File: config.mk
export PLATFORM = sky130hd
export DESIGN_NAME = bomb_drop_ctrl
export DESIGN_NICKNAME = d
export VERILOG_FILES = /design/src/rtl/bomb_drop_ctrl.sv
export SDC_FILE = /design/constraint.sdc
export NUM_CORES = 1
export LEC_CHECK = 0
export CAP_MARGIN = 20
export CORE_ASPECT_RATIO = 0.8
export CORE_UTILIZATION = 43
export CTS_CLUSTER_SIZE = 30
export DETAILED_ROUTE_END_ITERATION = 8
export PLACE_DENSITY = 0.75
export SLEW_MARGIN = 20
export SYNTH_ARGS = -nofsm -noshare
export SYNTH_HDL_FRONTEND = slang
export SYNTH_SLANG_ARGS = --single-unit
File: constraint.sdc
create_clock -name clk -period 1.8 [get_ports clk]
set_input_delay 0.36 -clock clk [delete_from_list [all_inputs] [get_ports clk]]
set_output_delay 0.36 -clock clk [all_outputs]
set_load 0.02 [all_outputs]
File: src/rtl/bomb_drop_ctrl.sv
// Bomb drop controller: snaps a dropped bomb to the tile grid, runs the
// frame-counted fuse, then holds the blast window.
module bomb_drop_ctrl #(
    parameter int TILE_SIZE     = 32,
    parameter int GRID_ORIGIN_X = 15,
    parameter int GRID_ORIGIN_Y = 48,
    parameter int GRID_COLS     = 19,
    parameter int GRID_ROWS     = 13,
    parameter int FUSE_FRAMES   = 90,
    parameter int BLAST_FRAMES  = 15,
    parameter int BLINK_FRAMES  = 30
) (
    input  logic               clk,
    input  logic               resetN,
    input  logic               startOfFrame,
    input  logic               drop_bomb,
    input  logic signed [10:0] playerTopLeftX,
    input  logic signed [10:0] playerTopLeftY,
    input  logic               chain_trigger,
    output logic signed [10:0] bombTopLeftX,
    output logic signed [10:0] bombTopLeftY,
    output logic               bomb_visible,
    output logic               fuse_blink,
    output logic               blast_active,
    output logic               explode_pulse,
    output logic               busy
);

    localparam int SHIFT = $clog2(TILE_SIZE);
    localparam int FW    = $clog2(FUSE_FRAMES + 1);
    localparam int BW    = $clog2(BLAST_FRAMES + 1);

    localparam logic signed [11:0] HALF  = 12'(TILE_SIZE / 2);
    localparam logic signed [11:0] ORG_X = 12'(GRID_ORIGIN_X);
    localparam logic signed [11:0] ORG_Y = 12'(GRID_ORIGIN_Y);
    localparam logic signed [11:0] MAX_C = 12'(GRID_COLS - 1);
    localparam logic signed [11:0] MAX_R = 12'(GRID_ROWS - 1);

    typedef enum logic [1:0] {
        IDLE_ST,
        ARMED_ST,
        BLAST_ST
    } state_t;

    state_t            state, state_n;
    logic [FW-1:0]     fuse_cnt, fuse_n;
    logic [BW-1:0]     blast_cnt, blast_n;
    logic              drop_d;
    logic              drop_edge;
    logic              expl_n;
    logic              blink_n;
    logic signed [10:0] snap_x, snap_y;
    logic signed [10:0] bx_n, by_n;

    // Nearest tile by rounding the top-left corner, clamped to the grid.
    function automatic logic signed [10:0] snap(
        input logic signed [10:0] pos,
        input logic signed [11:0] org,
        input logic signed [11:0] lim
    );
        logic signed [11:0] v;
        logic signed [11:0] c;
        logic signed [11:0] r;
        v = {pos[10], pos} + HALF - org;
        c = v >>> SHIFT;
        if (c < 12'sd0)
            c = 12'sd0;
        else if (c > lim)
            c = lim;
        r = org + (c <<< SHIFT);
        return r[10:0];
    endfunction

    assign drop_edge = drop_bomb & ~drop_d;
    assign snap_x    = snap(playerTopLeftX, ORG_X, MAX_C);
    assign snap_y    = snap(playerTopLeftY, ORG_Y, MAX_R);

    always_comb begin
        state_n = state;
        fuse_n  = fuse_cnt;
        blast_n = blast_cnt;
        bx_n    = bombTopLeftX;
        by_n    = bombTopLeftY;
        expl_n  = 1'b0;
        unique case (state)
            IDLE_ST: begin
                if (drop_edge) begin
                    state_n = ARMED_ST;
                    fuse_n  = FW'(FUSE_FRAMES);
                    bx_n    = snap_x;
                    by_n    = snap_y;
                end
            end
            ARMED_ST: begin
                if (startOfFrame)
                    fuse_n = fuse_cnt - FW'(1);
                // Chain and fuse expiry together still give one detonation.
                if (chain_trigger ||
                    (startOfFrame && fuse_cnt == FW'(1))) begin
                    state_n = BLAST_ST;
                    blast_n = BW'(BLAST_FRAMES);
                    expl_n  = 1'b1;
                end
            end
            BLAST_ST: begin
                if (startOfFrame) begin
                    blast_n = blast_cnt - BW'(1);
                    if (blast_cnt == BW'(1))
                        state_n = IDLE_ST;
                end
            end
            default: state_n = IDLE_ST;
        endcase
        blink_n = (state_n == ARMED_ST) &&
                  (fuse_n <= FW'(BLINK_FRAMES)) && fuse_n[1];
    end

    always_ff @(posedge clk or negedge resetN) begin
        if (!resetN) begin
            state         <= IDLE_ST;
            fuse_cnt      <= '0;
            blast_cnt     <= '0;
            drop_d        <= 1'b0;
            bombTopLeftX  <= '0;
            bombTopLeftY  <= '0;
            bomb_visible  <= 1'b0;
            fuse_blink    <= 1'b0;
            blast_active  <= 1'b0;
            explode_pulse <= 1'b0;
            busy          <= 1'b0;
        end else begin
            state         <= state_n;
            fuse_cnt      <= fuse_n;
            blast_cnt     <= blast_n;
            drop_d        <= drop_bomb;
            bombTopLeftX  <= bx_n;
            bombTopLeftY  <= by_n;
            bomb_visible  <= (state_n == ARMED_ST);
            fuse_blink    <= blink_n;
            blast_active  <= (state_n == BLAST_ST);
            explode_pulse <= expl_n;
            busy          <= (state_n != IDLE_ST);
        end
    end

endmodule

# ---- Yosys cells after proc, flatten, opt, wreduce, memory -nomap -nowiden
# Cells that the tools add are included.
dict set report classes {
  magnitude_cmp 5
  eq_ne 8
  add_sub_neg 8
  n_bitwise 2
  mux 17
  n_reduce_logical 9
  shifts 0
  div 0
  multipliers 0
}
# op n
set op_table {}
lappend op_table {{$add A11 B6 Y12 const B} 2}
lappend op_table {{$mux W6} 4}
lappend op_table {{$lt A7 B1 Y1 const B} 2}
lappend op_table {{$mux W7} 2}
lappend op_table {{$pmux W7 S2} 1}
lappend op_table {{$sub A12 B4 Y12 const B} 1}
lappend op_table {{$sub A12 B6 Y12 const B} 1}
lappend op_table {{$add A5 B11 Y11 const A} 1}
lappend op_table {{$add A7 B11 Y11 const A} 1}
lappend op_table {{$mux W2} 4}
lappend op_table {{$mux W4} 2}
lappend op_table {{$pmux W4 S2} 1}
lappend op_table {{$eq A7 B1 Y1 const B} 1}
lappend op_table {{$gt A7 B5 Y1 const B} 1}
lappend op_table {{$gt A7 B6 Y1 const B} 1}
lappend op_table {{$le A7 B5 Y1 const B} 1}
lappend op_table {{$sub A7 B1 Y7 const B} 1}
lappend op_table {{$pmux W2 S3} 1}
lappend op_table {{$eq A2 B1 Y1 const B} 2}
lappend op_table {{$eq A2 B2 Y1 const B} 2}
lappend op_table {{$eq A4 B1 Y1 const B} 1}
lappend op_table {{$ne A2 B2 Y1 const B} 2}
lappend op_table {{$reduce_bool A2 Y1} 2}
lappend op_table {{$sub A4 B1 Y4 const B} 1}
lappend op_table {{8 further kinds} 11}
dict set report totals {
  memories 0
  latchBits 0
  mem_bits_rw 0
  ff_bits 41
  in_bits 27
  romBits 0
}

# ---- Longest topological paths before layout
# Gate-level depths: netlist (run 1).
dict set report depth {
  depth_word 8
  ltp_mapped 10
  mapped_depth_nobuf 10
}

# ---- Worst setup path before layout (run 1)
# Ideal clock, no wire load.
dict set report synth_path {
  path_type {input -> register}
  from {in playerTopLeftY[6]}
  to {reg bombTopLeftY[7]}
  setup_ps 135
  n_path_buf 0
  setup_slack_ps -200
  path_stages 10
  t_required_ps 1665
  t_arrival_ps 1865
  path_cell_list {inv_1 > ha_1 > nor2b_1 > a21oi_1 > o21ai_0 > nor4_1 > and2_1 > ha_1 > xnor2_1 > o21ai_0}
}
dict set report synth_via {
  elab_chain_cells 6
}
# item line_no
set synth_rtl {}
lappend synth_rtl {{from (decl)} 18} ;# input logic signed [10:0] playerTopLeftY,
lappend synth_rtl {{$add A11 B6 Y12 *} 64} ;# v = {pos[10], pos} + HALF - org;
lappend synth_rtl {{$sub A12 B6 Y12 *} 64}
lappend synth_rtl {{$gt A7 B5 Y1} 68} ;# else if (c > lim)
lappend synth_rtl {{$mux W6} 68}
lappend synth_rtl {{$mux W6 *} 66} ;# if (c < 12'sd0)
lappend synth_rtl {{$add A7 B11 Y11 *} 70} ;# r = org + (c <<< SHIFT);
lappend synth_rtl {{to (signal assigned)} 137} ;# bombTopLeftY <= by_n;
lappend synth_rtl {{to (decl)} 21} ;# output logic signed [10:0] bombTopLeftY,
# Mark *: on every way between the ends. The rest lies on a longest branch, timed or not.
# A chain may end at the register's enable or synchronous reset.

# ---- Final worst setup path (run 1)
dict set report layout_path {
  from {in playerTopLeftY[5]}
  to {reg bombTopLeftY[7]}
}
# The elaborated chain is that of the path after synthesis.

==> results.tsv, run 1 <==
stage	metric	value	unit
run_status	status	finished clean	
logic_synthesis	synthesized flop and latch total	32	
clock_network	H-Tree Depth	2	
logic_synthesis	post-synthesis async set-or-reset flop share	100	%
worst_setup_path	Crit. End Element	flip-flop	
placed_design	Placer Congestion	0.895	
layout	layout cells sized above 1	26.6	%
detailed_routing	drt first pass iters	4	
die	Die ar.	4530	um2
placed_design	hpwl dp	3.20	mm
clock_network	Clock Sinks	32	
grt	initial antenna violation count	0	
logic_synthesis	synth warn	0	
clock_network	CTS Root Cell	clkbuf_8	
worst_setup_path	CP Max Fanout	5	
layout	Post-Layout Cell Count	337	
placed_design	Setup WS pre-CTS	-0.823	ns
grt	largest net degree at the start of global routing	33	
clock_network	Clk pin slew, worst setup/hold paths	0.06	ns
clock_network	cts hold-fix bufs	0	
layout	ANT cells	0	
layout	P&R area growth vs syn	51.5	%
grt	total grt overflow	0	
layout	Filler Cell Count	310	
power	Worst IR Drop VDD	0.665	mV
logic_synthesis	Synth cell types	44	
logic_synthesis	register area share after synthesis	43.7	%
placed_design	cell total after placement	329	
detailed_routing	starting DRC count in detailed routing	100	
grt	Total Routing Usage GR	21.1	%
sta	Final Worst Setup Slack	0.0387	ns
clock_network	TritonCTS clock tree	built	
sta	setup TNS	0	ns
die	Core Rows	20	
die	Die W	75.0	um
worst_setup_path	WP data arrival	1.93	ns
sta	Fin. Hold Viols	0	
grt	global-route wire length before repair	6.92	mm
die	Core Area	3930	um2
worst_setup_path	CP required	1.97	ns
logic_synthesis	Mapped Cells	200	
layout	area of the multi-input gates	993	um2
layout	utilization of the core after routing	70.7	%
layout	# nets final	315	
run	max-cap viol count	0	
sta	unrepaired setup endpoints after global routing	yes	
detailed_routing	Final ANT Viol Nets	0	
min_path	Hold Path Class	in -> async	
logic_synthesis	Top FF cell, synth	dfrtp_1	
sta	min Tclk post-route	1.76	ns
power	leakage	1.27	nW
logic_synthesis	synthesized cell area	1830	um2
power	Pwr per Cell Area	1110	nW/um2
detailed_routing	routed wire length	4.24	mm
sta	clk_skew	0.00795	ns
detailed_routing	DR WL/cell	12.6	um
die	Die H	60.4	um
die	Initial Utilization	46.7	%
detailed_routing	vias per inst	4.90	
worst_setup_path	Crit Path Category	in -> reg	
detailed_routing	DRC Markers	0	
logic_synthesis	EDFF count, synth	0	
placed_design	IO buf count	43	
sta	final setup fails	0	
clock_network	worst-skew pair later-pin latency	0.28	ns
sta	Fmax	568	MHz
die	I/O pin cnt	54	
detailed_routing	detailed-route via count	1651	
sta	Final Cycle Share	97.8	%
layout	area taken by flip-flops and latches	801	um2
worst_setup_path	crit start category	input pin	
clock_network	CTS Buf Count	5	
grt	vias in the first global route	1447	
logic_synthesis	Mean Syn Cell Area	9.17	um2
clock_network	maximum clock path buffer count	2	
sta	max-slew violations	0	
[placed cells by master (no fill, tap or decap), drive strengths merged, types with 2 or more instances in the layout]
master / netlist / final
ha: 7 / 7
buf: 11 / 45
nor3: 9 / 9
o41ai: 4 / 4
and2: 5 / 5
clkdlybuf4s50: 0 / 38
nand2: 21 / 21
xor2: 5 / 5
nor2b: 5 / 5
a21o: 2 / 2
conb: 1 / 5
xnor2: 5 / 5
nand2b: 4 / 4
mux2i: 2 / 2
nor4: 7 / 7
a21oi: 14 / 14
or3: 3 / 3
and3: 2 / 2
o21ai: 8 / 8
o31ai: 2 / 2
clkbuf: 5 / 7
clkdlybuf4s15: 0 / 2
a31oi: 2 / 2
nor2: 11 / 11
nand3: 7 / 7
inv: 12 / 12
dfrtp: 32 / 32
[power by group]
group / leakage, nW / switching [mW] / internal, mW / total (mW)
combinational: 0.840 / 0.721 / 0.727 / 1.45
sequential: 0.384 / 0.128 / 0.943 / 1.07
clock: 0.0445 / 0.253 / 0.310 / 0.563
[layer usage]
layer	up-vias	track usage [%]	part of all wire, %
met2	45	30.9	44
met1	758	30.1	49
li1	843	-	-
met5	-	0	0
met3	5	5.98	5.0
met4	0	7.28	1.6
[layout make-up]
| type | count | share of cell area (%) |
|---|---|---|
| Clock inverter | 1 | 0.270 |
| Sequential cell | 32 | 28.8 |
| Timing Repair Buffer | 86 | 27.6 |
| Clock buffer | 7 | 3.11 |
| Multi-Input combinational cell | 144 | 35.8 |
| Tap cell | 55 | 2.48 |
| Inverter | 12 | 1.89 |
[state kept, by name, summed over array words and instances (netlist names)]
signal         cells
fuse_cnt           7
busy               1
blast_cnt          4
bomb_visible       1
drop_d             1
blast_active       1
explode_pulse      1
bombTopLeftX       7
state              2
fuse_blink         1
bombTopLeftY       6
[worst max-delay path, cell delays in order]
cell and delay (ns):
buf_8 0.09, inv_4 0.04, ha_4 0.16, nor2b_4 0.13
a21oi_2 0.13, o21ai_2 0.08, nor4_2 0.32, nor2b_2 0.21
ha_2 0.22, xnor2_2 0.11, o21ai_1 0.07
[worst paths after layout]
kind | start | end | slack, ns | depth (start not counted)
max | playerTopLeftY[5] | bombTopLeftY[7] | 0.04 | 11
max in group asynchronous | resetN | fuse_blink | 1.05 | 2
max reg2reg | state[1] | fuse_blink | 0.10 | 6
min in group clk | bombTopLeftX[7] | bombTopLeftX[7] | 0.48 | 2
min | resetN | bombTopLeftX[3] | 0.47 | 2
min reg2reg | bombTopLeftX[7] | bombTopLeftX[7] | 0.48 | 2
[kinds of logic (layout without fill, tap and decap cells)]
kind of cell,Yosys count,in the layout,share of synthesized area [%]
AOI/OAI and AO/OA,40,40,13.7
xor gates and xnor gates,10,10,4.78
adders and majority gates,7,7,4.78
buffers and inverters,28,106,7.71
DFF,32,32,43.7
muxes,2,2,1.09
other,1,5,0.205
and+or+nand+nor,80,80,24.0
[cell usage after synthesis, types with 4 or more instances]
master / number / area (um2)
o41ai_1: 4 / 35.0
a21oi_1: 14 / 70.1
nor3_1: 9 / 45.0
clkbuf_1: 5 / 18.8
nand2_1: 21 / 78.8
xnor2_1: 5 / 43.8
nor4_1: 5 / 31.3
dfrtp_1: 32 / 801
and2_1: 5 / 31.3
nor2b_1: 5 / 31.3
xor2_1: 5 / 43.8
nand3_1: 6 / 30.0
o21ai_0: 7 / 35.0
ha_1: 7 / 87.6
inv_1: 12 / 45.0
nand2b_1: 4 / 25.0
buf_4: 9 / 67.6
nor2_1: 11 / 41.3
[stage by stage]
stage	cell area (um2)	hold WS, ns	total power [mW]
finish	2780	0.466	3.08
global route	2780	0.510	3.30
CTS	2710	0.476	3.09
detailed placement	2610	0.460	2.50
global placement	2610	0.463	2.47
floorplan	1880	0.0644	1.79
[timing repair]
item                       4_1_cts  5_1_grt
buffers inserted                 0        0
setup endpoints to repair        5        5
pin swaps                        2        2
resized for setup               17       15
(Power assumes the default switching activity.)
==> run 2: changes to the inputs <==
--- a/config.mk
+++ b/config.mk
@@ -10,6 +10,7 @@
 export CORE_UTILIZATION = 43
 export CTS_CLUSTER_SIZE = 30
 export DETAILED_ROUTE_END_ITERATION = 8
+export GPL_TIMING_DRIVEN = 1
 export PLACE_DENSITY = 0.75
 export SLEW_MARGIN = 20
 export SYNTH_ARGS = -nofsm -noshare
==> results of run 2 <==
Final layout, timing and power as in run 1 (identical DEF).
==> run 3: changes to the inputs <==
--- a/config.mk
+++ b/config.mk
@@ -11,7 +11,7 @@
 export CTS_CLUSTER_SIZE = 30
 export DETAILED_ROUTE_END_ITERATION = 8
 export GPL_TIMING_DRIVEN = 1
-export PLACE_DENSITY = 0.75
+export PLACE_DENSITY = 0.88
 export SLEW_MARGIN = 20
 export SYNTH_ARGS = -nofsm -noshare
 export SYNTH_HDL_FRONTEND = slang
==> run 3 against run 2 <==
Compared with the run above: wire length increased by 6.8%; global-route usage grew 0.98 points; clock skew decreased by 0.0028 ns; setup slack gained 0.020 ns; sequential power hardly changed; critical path depth decreased by 3; final area decreased by 0.77%; via count rose by 6.8%; critical path type unchanged; critical endpoint is now bombTopLeftY[9].
==> results.tsv, run 3 (synthesis gave the netlist of run 1 again) <==
stage	metric	value	unit
sta	max-slew violations	0	
clock_network	H-Tree Depth	2	
clock_network	CTS Root Cell	clkbuf_8	
sta	clk_skew	0.00514	ns
detailed_routing	drt first pass iters	4	
die	Initial Utilization	46.7	%
layout	# nets final	312	
detailed_routing	Final ANT Viol Nets	0	
power	leakage	1.26	nW
clock_network	CTS Buf Count	5	
layout	P&R area growth vs syn	50.3	%
detailed_routing	vias per inst	5.28	
layout	leading cell type in the layout, fill and taps excluded	buf_4	
clock_network	worst-skew pair later-pin latency	0.29	ns
sta	hold slack	0.456	ns
detailed_routing	starting DRC count in detailed routing	121	
worst_setup_path	Crit Path Category	in -> reg	
worst_setup_path	crit start category	input pin	
power	Pwr per Cell Area	1170	nW/um2
placed_design	Placed Area	2580	um2
layout	most frequent cells in the layout	buf_4 (40), clkdlybuf4s50_1 (38), dfrtp_1 (32)	
sta	final setup fails	0	
layout	cell area after layout	2760	um2
detailed_routing	routed wire length	4.53	mm
placed_design	Placer Congestion	0.866	
clock_network	cts hold-fix bufs	0	
sta	Worst slew margin	63.2	%
placed_design	IO buf count	43	
die	Die W	75.0	um
worst_setup_path	slowest CP cell	dlygate4sd2_1	
worst_setup_path	CP required	2.02	ns
sta	Final Cycle Share	96.8	%
clock_network	Clk pin slew, worst setup/hold paths	0.07	ns
worst_setup_path	WP data arrival	1.96	ns
worst_setup_path	RR Endpoint	fuse_blink	
die	I/O pin cnt	54	
detailed_routing	DR WL/cell	13.6	um
layout	ANT cells	0	
sta	worst slew pin tran	0.545	ns
clock_network	TritonCTS clock tree	built	
die	Die ar.	4530	um2
worst_setup_path	Worst R2R Setup Slack	0.07	ns
placed_design	hpwl dp	3.39	mm
clock_network	maximum clock path buffer count	2	
die	Die H	60.4	um
sta	Final Worst Setup Slack	0.0584	ns
run	max-cap viol count	0	
power	Tot Pwr	3.23	mW
worst_setup_path	Crit. End Element	flip-flop	
run_status	status	finished clean	
worst_setup_path	CP endpoint	bombTopLeftY[9]	
min_path	Hold Path Class	in -> async	
grt	Total Routing Usage GR	22.1	%
worst_setup_path	crit path cell chain	dlygate4sd2_1 -> nor3b_2 -> xor2_1 -> nor4_2 -> and2_1 -> ha_2 -> nand3_1 -> o21ai_1	
worst_setup_path	Critical Path Max Stage Delay	0.29	ns
grt	total grt overflow	0	
detailed_routing	detailed-route via count	1763	
worst_setup_path	Critical Path Source	playerTopLeftY[8]	
detailed_routing	DRC Markers	0	
sta	Fmax	574	MHz
worst_setup_path	worst reg2reg path depth	7	
clock_network	Clock Sinks	32	
sta	Fin. Hold Viols	0	
layout	Filler Cell Count	294	
worst_setup_path	CP Max Fanout	4	
grt	global-route wire length before repair	7.36	mm
placed_design	Setup WS pre-CTS	-0.767	ns
grt	vias in the first global route	1666	
power	Worst IR Drop VDD	0.705	mV
die	Core Rows	20	
layout	layout cells sized above 1	26.5	%
grt	largest net degree at the start of global routing	33	
layout	largest registers	bombTopLeftX x7, fuse_cnt x7, bombTopLeftY x6	
grt	initial antenna violation count	0	
die	Core Area	3930	um2
sta	min Tclk post-route	1.74	ns
worst_setup_path	reg-to-reg startpoint	fuse_cnt[1]	
run 3: final cells by class:
cell class	instances	area (um2)	share of cell area, %
clock buffers	5	68.8	2.50
inverters	12	52.6	1.91
clock inverters	3	42.5	1.54
flip-flops and latches	32	801	29.1
multi-input cells	144	992	36.0
well taps	55	68.8	2.50
repair buffers	83	729	26.5
run 3: layer usage:
metal,vias to the layer above,wire [um],track usage (%)
li1,837,-,-
met1,846,1990,27.9
met2,66,2170,36.2
met3,14,229,5.65
met4,0,139,9.97
met5,-,0,0
run 3: critical path: cells and delay by family:
kind / cells / cell delay (ns)
AO/OA/AOI/OAI: 1 / 0.15
buffers and inverters: 1 / 0.29
XOR/XNOR: 1 / 0.14
AND/OR/NAND/NOR: 4 / 0.80
adder cells (fa/ha/maj): 1 / 0.22
run 3: where the power goes:
part / switching (mW) / internal [mW] / total [mW]
logic: 0.746 / 0.707 / 1.45
registers: 0.141 / 0.943 / 1.08
clock network: 0.281 / 0.409 / 0.690
total: 1.17 / 2.06 / 3.23
run 3: through the flow:
step	std cells	util, %	TNS (ns)
6_report	334	70.1	0
5_1_grt	334	70.1	-0.0193
4_1_cts	333	68.2	0
3_5_place_dp	325	65.6	-4.36
3_3_place_gp	325	65.6	-3.36
2_1_floorplan	204	-	0
run 3: how the worst min path moves through the flow:
stage / startpoint / to / slack (ns)
after floorplan: resetN / blast_active / 0.06
after global placement: bombTopLeftY[6] / bombTopLeftY[6] / 0.47
after detailed placement: bombTopLeftX[7] / bombTopLeftX[7] / 0.47
after CTS: resetN / fuse_blink / 0.47
after global routing: bombTopLeftX[6] / bombTopLeftX[6] / 0.50
final: resetN / fuse_cnt[0] / 0.46
run 3: what timing repair did:
item / 4_1_cts / 5_1_grt
buffers inserted: 0 / 1
resized for setup: 11 / 20
endpoints found under the setup margin: 5 / 5
pin swaps: 2 / 8
